$ cat src/rtl/dcache_ctrl_if.sv
// Request/response bus shared by the processor side and the memory side of the
// data cache: master issues addr/wdata/rw/en, slave returns rdata and miss (stall).
interface dcache_ctrl_if #(
  parameter int unsigned ADDR_WIDTH = 32,
  parameter int unsigned DATA_WIDTH = 32
);
  logic [ADDR_WIDTH-1:0] addr;
  logic [DATA_WIDTH-1:0] wdata;
  logic [DATA_WIDTH-1:0] rdata;
  logic                  rw;
  logic                  en;
  logic                  miss;

  modport master (
    output addr, wdata, rw, en,
    input  rdata, miss
  );

  modport slave (
    input  addr, wdata, rw, en,
    output rdata, miss
  );
endinterface

$ cat src/rtl/dcache_ctrl.sv
// Direct-mapped, write-through, no-write-allocate data cache controller with
// one-word lines; read hits complete combinationally, misses and writes stall.
module dcache_ctrl #(
  parameter int unsigned ADDR_WIDTH = 32,
  parameter int unsigned DATA_WIDTH = 32,
  parameter int unsigned INDEX_BITS = 4
) (
  input  logic          Clk,
  input  logic          Rst,
  input  logic          Flush,
  dcache_ctrl_if.slave  cpu,
  dcache_ctrl_if.master mem
);
  localparam int unsigned LINES = 1 << INDEX_BITS;
  localparam int unsigned TAG_W = ADDR_WIDTH - INDEX_BITS - 2;

  typedef enum logic [1:0] {IDLE, FILL, WRITE, DONE} state_t;

  state_t state, state_nxt;

  logic [LINES-1:0]      valid;
  logic [TAG_W-1:0]      tag_arr  [LINES];
  logic [DATA_WIDTH-1:0] data_arr [LINES];

  logic [ADDR_WIDTH-1:0] lat_addr;
  logic [DATA_WIDTH-1:0] lat_data;

  logic [INDEX_BITS-1:0] req_idx, lat_idx;
  logic [TAG_W-1:0]      req_tag, lat_tag;
  logic                  req_hit, lat_hit, mem_done;

  assign req_idx  = cpu.addr[INDEX_BITS+1:2];
  assign req_tag  = cpu.addr[ADDR_WIDTH-1:INDEX_BITS+2];
  assign lat_idx  = lat_addr[INDEX_BITS+1:2];
  assign lat_tag  = lat_addr[ADDR_WIDTH-1:INDEX_BITS+2];
  assign req_hit  = valid[req_idx] && (tag_arr[req_idx] == req_tag);
  assign lat_hit  = valid[lat_idx] && (tag_arr[lat_idx] == lat_tag);
  assign mem_done = !mem.miss;

  always_ff @(posedge Clk or negedge Rst) begin
    if (!Rst) state <= IDLE;
    else      state <= state_nxt;
  end

  always_comb begin
    state_nxt = state;
    cpu.miss  = 1'b0;
    cpu.rdata = data_arr[req_idx];
    mem.en    = 1'b0;
    mem.rw    = 1'b0;
    mem.addr  = lat_addr;
    mem.wdata = lat_data;
    case (state)
      IDLE: begin
        if (cpu.en) begin
          if (cpu.rw) begin
            cpu.miss  = 1'b1;
            state_nxt = WRITE;
          end else if (!req_hit) begin
            cpu.miss  = 1'b1;
            state_nxt = FILL;
          end
        end
      end
      FILL: begin
        mem.en   = 1'b1;
        cpu.miss = 1'b1;
        if (mem_done) state_nxt = IDLE;
      end
      WRITE: begin
        mem.en   = 1'b1;
        mem.rw   = 1'b1;
        cpu.miss = 1'b1;
        if (mem_done) state_nxt = DONE;
      end
      DONE:    state_nxt = IDLE;
      default: state_nxt = IDLE;
    endcase
  end

  // Flush wins over a same-edge fill install: the line stays invalid.
  always_ff @(posedge Clk or negedge Rst) begin
    if (!Rst)                          valid <= '0;
    else if (Flush)                    valid <= '0;
    else if (state == FILL && mem_done) valid[lat_idx] <= 1'b1;
  end

  always_ff @(posedge Clk) begin
    if (state == FILL && mem_done) begin
      tag_arr[lat_idx]  <= lat_tag;
      data_arr[lat_idx] <= mem.rdata;
    end else if (state == WRITE && mem_done && lat_hit) begin
      data_arr[lat_idx] <= lat_data;
    end
    if (state == IDLE && cpu.en) begin
      lat_addr <= cpu.addr;
      lat_data <= cpu.wdata;
    end
  end
endmodule

$ cat src/flat_wrapper.sv
// flat-port wrapper written by rule: the top's interface ports become plain ports
module dcache_ctrl_flat 
#(
  parameter int unsigned ADDR_WIDTH = 32,
  parameter int unsigned DATA_WIDTH = 32,
  parameter int unsigned INDEX_BITS = 4
)
  (Clk, Rst, Flush, cpu_addr, cpu_wdata, cpu_rw, cpu_en, cpu_rdata, cpu_miss, mem_addr, mem_wdata, mem_rw, mem_en, mem_rdata, mem_miss);
  dcache_ctrl_if #(.ADDR_WIDTH(ADDR_WIDTH), .DATA_WIDTH(DATA_WIDTH)) cpu_i ();
  dcache_ctrl_if #(.ADDR_WIDTH(ADDR_WIDTH), .DATA_WIDTH(DATA_WIDTH)) mem_i ();
  input  logic Clk;
  input  logic Rst;
  input  logic Flush;
  input wire logic [$bits(cpu_i.addr)-1:0] cpu_addr;
  input wire logic [$bits(cpu_i.wdata)-1:0] cpu_wdata;
  input wire logic [$bits(cpu_i.rw)-1:0] cpu_rw;
  input wire logic [$bits(cpu_i.en)-1:0] cpu_en;
  output wire logic [$bits(cpu_i.rdata)-1:0] cpu_rdata;
  output wire logic [$bits(cpu_i.miss)-1:0] cpu_miss;
  output wire logic [$bits(mem_i.addr)-1:0] mem_addr;
  output wire logic [$bits(mem_i.wdata)-1:0] mem_wdata;
  output wire logic [$bits(mem_i.rw)-1:0] mem_rw;
  output wire logic [$bits(mem_i.en)-1:0] mem_en;
  input wire logic [$bits(mem_i.rdata)-1:0] mem_rdata;
  input wire logic [$bits(mem_i.miss)-1:0] mem_miss;
  assign cpu_i.addr = cpu_addr;
  assign cpu_i.wdata = cpu_wdata;
  assign cpu_i.rw = cpu_rw;
  assign cpu_i.en = cpu_en;
  assign cpu_rdata = cpu_i.rdata;
  assign cpu_miss = cpu_i.miss;
  assign mem_addr = mem_i.addr;
  assign mem_wdata = mem_i.wdata;
  assign mem_rw = mem_i.rw;
  assign mem_en = mem_i.en;
  assign mem_i.rdata = mem_rdata;
  assign mem_i.miss = mem_miss;
  dcache_ctrl #(.ADDR_WIDTH(ADDR_WIDTH), .DATA_WIDTH(DATA_WIDTH), .INDEX_BITS(INDEX_BITS)) u_core (.Clk(Clk), .Rst(Rst), .Flush(Flush), .cpu(cpu_i), .mem(mem_i));
endmodule
$ cat config.mk
export PLATFORM = sky130hd
export DESIGN_NAME = dcache_ctrl_flat
export DESIGN_NICKNAME = d
export VERILOG_FILES = /design/src/rtl/dcache_ctrl_if.sv /design/src/rtl/dcache_ctrl.sv /design/src/flat_wrapper.sv
export SDC_FILE = /design/constraint.sdc
export NUM_CORES = 1
export LEC_CHECK = 0
export BUFFER_PORTS_ARGS = -buffer_cell sky130_fd_sc_hd__buf_2
export CORE_MARGIN = 8
export CORE_UTILIZATION = 40
export DETAILED_ROUTE_END_ITERATION = 16
export MAX_ROUTING_LAYER = met4
export PLACE_DENSITY = 0.65
export SYNTH_ARGS = -nofsm -noshare
export SYNTH_HDL_FRONTEND = slang
export SYNTH_SLANG_ARGS = --single-unit
$ cat constraint.sdc
create_clock -name Clk -period 12.49 [get_ports Clk]
set_input_delay 2.498 -clock Clk [delete_from_list [all_inputs] [get_ports Clk]]
set_output_delay 2.498 -clock Clk [all_outputs]
set_load 0.02 [all_outputs]
==> flow_summary_export.csv <==
group,metric,value,unit
power_and_ir_drop,sw_frac_of_total,25.3,%
cts,maximum_clock_insertion_buffer_count,3,
sta,worst-slew-pin-transition,1.18,ns
status,run_status,"completed",
logic_synthesis,synth_top_flop_cell,"edfxtp_1",
global_routing,antenna_found_initial,6,
power_and_ir_drop,internal-power,6.29,mW
layout,finalNonFillerCells,3653,
floorplan,fp-row-count,119,
logic_synthesis,synth_warnings,0,
global_routing,gr-total-overflow,0,
drt,route.final.wire_length,111,mm
global_routing,grt_use_total,19.3,%
place,dpl.hpwl,62.0,mm
global_routing,grt_pass1_wl,161,mm
logic_synthesis,synth_top_family_by_area,"multiplexers",
drt,viasPerCell,5.89,
critical_path,crit_path_start_kind,"input pin",
layout,area_delta_synth_final,14.7,%
floorplan,floorplan.die.width,342,microns
cts,post_cts_resized,0,
layout,drive_gt1_share,37.2,%
min_path,timing.hold.worst_path_depth,2,
global_routing,grt_use_met1,24.5,%
logic_synthesis,synth_area_per_cell,22.1,sq um
sta,max_slew_margin,20.3,%
power_and_ir_drop,power_per_cell_area,172,mW/mm^2
critical_path,critical_path_arrival,6.96,ns
layout,layout_common_cells,"992 x edfxtp_1, 381 x mux4_2, 196 x buf_2",
drt,detail_route.first_pass.iterations,6,
power_and_ir_drop,comb_power_share,13.9,%
layout,post-route-util,46.3,%
drt,routed-via-count,21500,
global_routing,global_route.usage.met3,4.01,%
logic_synthesis,post-synth-top-area-cell,"edfxtp_1",
global_routing,via_count_of_the_first_global_routing_pass,22800,
min_path,hold_path.class,"reg -> reg",
power_and_ir_drop,p_clk_share,37.4,%
sta,final.setup.tns,0,ns
critical_path,timing.critical_path.from,"cpu_addr[2]",
drt,post-route-drc-count,0,
cts,holdBufCountCts,0,
logic_synthesis,synthDistinctLibCells,62,
critical_path,reg2reg_depth,10,
min_path,min_delay_worst_endpoint,"u_core.valid[14]$_DFFE_PN0P_",
layout,n_fill_cell,8700,
logic_synthesis,post_synth_inst_count,1928,
cts,path_clk_slew,0.06,ns
drt,wl_per_cell,30.3,microns
sta,setup_violations,0,
sta,max_clock_freq,0.106,GHz
cts,numClockSinks,1014,
cts,tritoncts.num_buffers,106,
layout,num-nets-final,2277,
logic_synthesis,ys_top_cells_by_area,"edfxtp_1 70%, mux4_2 20%, mux2i_1 1.4%",
place,place.detailed.instances,3453,
drt,drt_iter0_markers,2284,
global_routing,met2_usage,31.2,%
power_and_ir_drop,power.sequential.fraction,48.7,%
critical_path,reg_to_reg_endpoint,"u_core.data_arr[7][4]$_DFFE_PP_",
logic_synthesis,synth_compound_gate_area_share,1.35,%
logic_synthesis,yosys.area_share.adder,0.147,%
floorplan,initial_core_util,40.4,%
floorplan,floorplan.die.height,342,microns
floorplan,core,0.105,sq mm
logic_synthesis,synth_xor_xnor_area_share,1.36,%
sta,fin_skew,0.0191,ns
cts,cts_tree,"built",
sta,finalHoldViolations,0,
critical_path,cp_data_required_time,9.99,ns
floorplan,die_area,0.117,sq mm
cts,post_cts_buffers,0,
place,place.gp.congestion,0.843,
critical_path,worst-setup-path-type,"in -> out",
critical_path,end_kind,"primary output",
logic_synthesis,synth.mux.area_fraction,22.7,%
layout,layout.cells.most_common,"edfxtp_1",
logic_synthesis,synth_top_cell_area_share,70.0,%
power_and_ir_drop,power.total,8.41,mW
global_routing,gr_busiest_metal,"met2",
job,max-cap-violations,0,
cts,clock_latency,0.68,ns
critical_path,worst_reg2reg_setup_slack,6.31,ns
power_and_ir_drop,p_switching,2.13,mW
power_and_ir_drop,worst_ir_drop_vdd,0.000126,V
power_and_ir_drop,total_leakage_power,15.6,nW
logic_synthesis,synth.cell_area,0.0426,sq mm
logic_synthesis,synthesis.nets,2035,
min_path,hold_path.startpoint,"u_core.valid[14]$_DFFE_PN0P_",
drt,drt.antenna.violating_nets,0,
logic_synthesis,ys_seq_area_share,71.2,%
global_routing,pin_count_of_the_biggest_net_entering_global_routing,111,
sta,layout_min_cycle_time,9.46,ns
place,i_o_buffers,200,
floorplan,io_pins,201,
cts,clock_tree.root_cell,"clkbuf_16",
logic_synthesis,synthSimpleGateAreaFrac,1.74,%
sta,drv_slew,0,
cts,htree_levels,3,
critical_path,crit_fanout,110,
logic_synthesis,synth-async-reset-ratio,1.78,%
logic_synthesis,synth_seq_cells,1014,
sta,final.period_utilization,75.7,%
sta,grt_setup_unrepaired,"no",
logic_synthesis,synth-edff-count,992,
[how the worst max path moves through the flow]
stage	to	cells past startpoint	slack [ns]
3_5_place_dp	cpu_miss	11	3.04
5_1_grt	cpu_miss	11	2.86
3_3_place_gp	cpu_miss	11	3.08
6_report	cpu_miss	11	3.03
4_1_cts	cpu_miss	11	3.03
2_1_floorplan	cpu_rdata[22]	10	4.67
[cell usage after synthesis (5+ instances only)]
cell,count
nand2b_1,7
a22o_1,8
clkbuf_1,40
nand2_1,28
mux2_2,9
mux2_1,34
buf_1,12
dfrtp_1,18
nand4_1,11
xor2_1,26
edfxtp_1,992
buf_4,13
nor2_1,64
buf_6,11
o21ai_0,11
nor2b_1,8
ha_1,5
nand3_1,6
a22oi_1,7
o22ai_1,10
buf_2,38
xnor2_1,40
mux4_2,381
nor3_1,11
mux2i_1,59
inv_1,10
a21oi_1,14
[power groups by stage]
stage | logic (mW) | clock network [mW] | registers, mW
6_report | 1.17 | 3.15 | 4.10
5_1_grt | 1.24 | 3.33 | 4.12
2_1_floorplan | 0.815 | 0 | 4.11
4_1_cts | 1.19 | 3.21 | 4.10
3_5_place_dp | 1.18 | 0 | 4.17
3_3_place_gp | 1.17 | 0 | 4.16
[stage by stage]
| step | cell area [sq um] | setup WS [ns] | hold WS, ns |
|---|---|---|---|
| after CTS | 48800 | 3.03 | 0.527 |
| final | 48800 | 3.03 | 0.542 |
| after floorplan | 42600 | 4.67 | 0.478 |
| after detailed placement | 45300 | 3.04 | 0.512 |
| after global routing | 48800 | 2.86 | 0.554 |
| after global placement | 45300 | 3.08 | 0.504 |
[worst max-delay path, stage by stage]
cell and delay, ns:
buf_8 0.50, buf_12 0.72, mux4_2 0.61, xor2_1 0.15
nor3_1 0.30, a41oi_1 0.12, o41ai_1 1.12, inv_1 0.14
o31ai_1 0.29, a21oi_1 0.15, buf_2 0.18
[cell families (layout without fill, tap and decap cells)]
family                     count (synthesis)  count (layout)
other                                      0               6
xor gates and xnor gates                  66              66
buffers and inverters                    125             453
adders and majority gates                  5               5
and+or+nand+nor                          155             155
muxes                                    483             483
AOI/OAI and AO/OA                         80              80
DFF                                     1014            1014
[layout make-up]
class,count,area (sq um),share of cell area (%)
clock buffers,132,2860,5.85
repair buffers,248,1400,2.87
flip-flops and latches,1014,30300,62.1
clock inverters,62,628,1.29
multi-input cells,789,11800,24.2
inverters,11,43.8,0.0897
well taps,1391,1740,3.56
diodes,6,15.0,0.0307
[metal layers]
| metal | routed length, microns | vias up |
|---|---|---|
| met4 | 3520 | 0 |
| met5 | 0 | - |
| met1 | 43100 | 11600 |
| met2 | 55100 | 993 |
| li1 | - | 8747 |
| met3 | 8990 | 207 |
[registers in the layout (all words and copies together), names as in the netlist, named ones only]
register	count
u_core.state	2
u_core.data_arr	512
u_core.tag_arr	416
u_core.mem.addr	32
u_core.valid	16
u_core.mem.wdata	32
(Power assumes the default switching activity.)
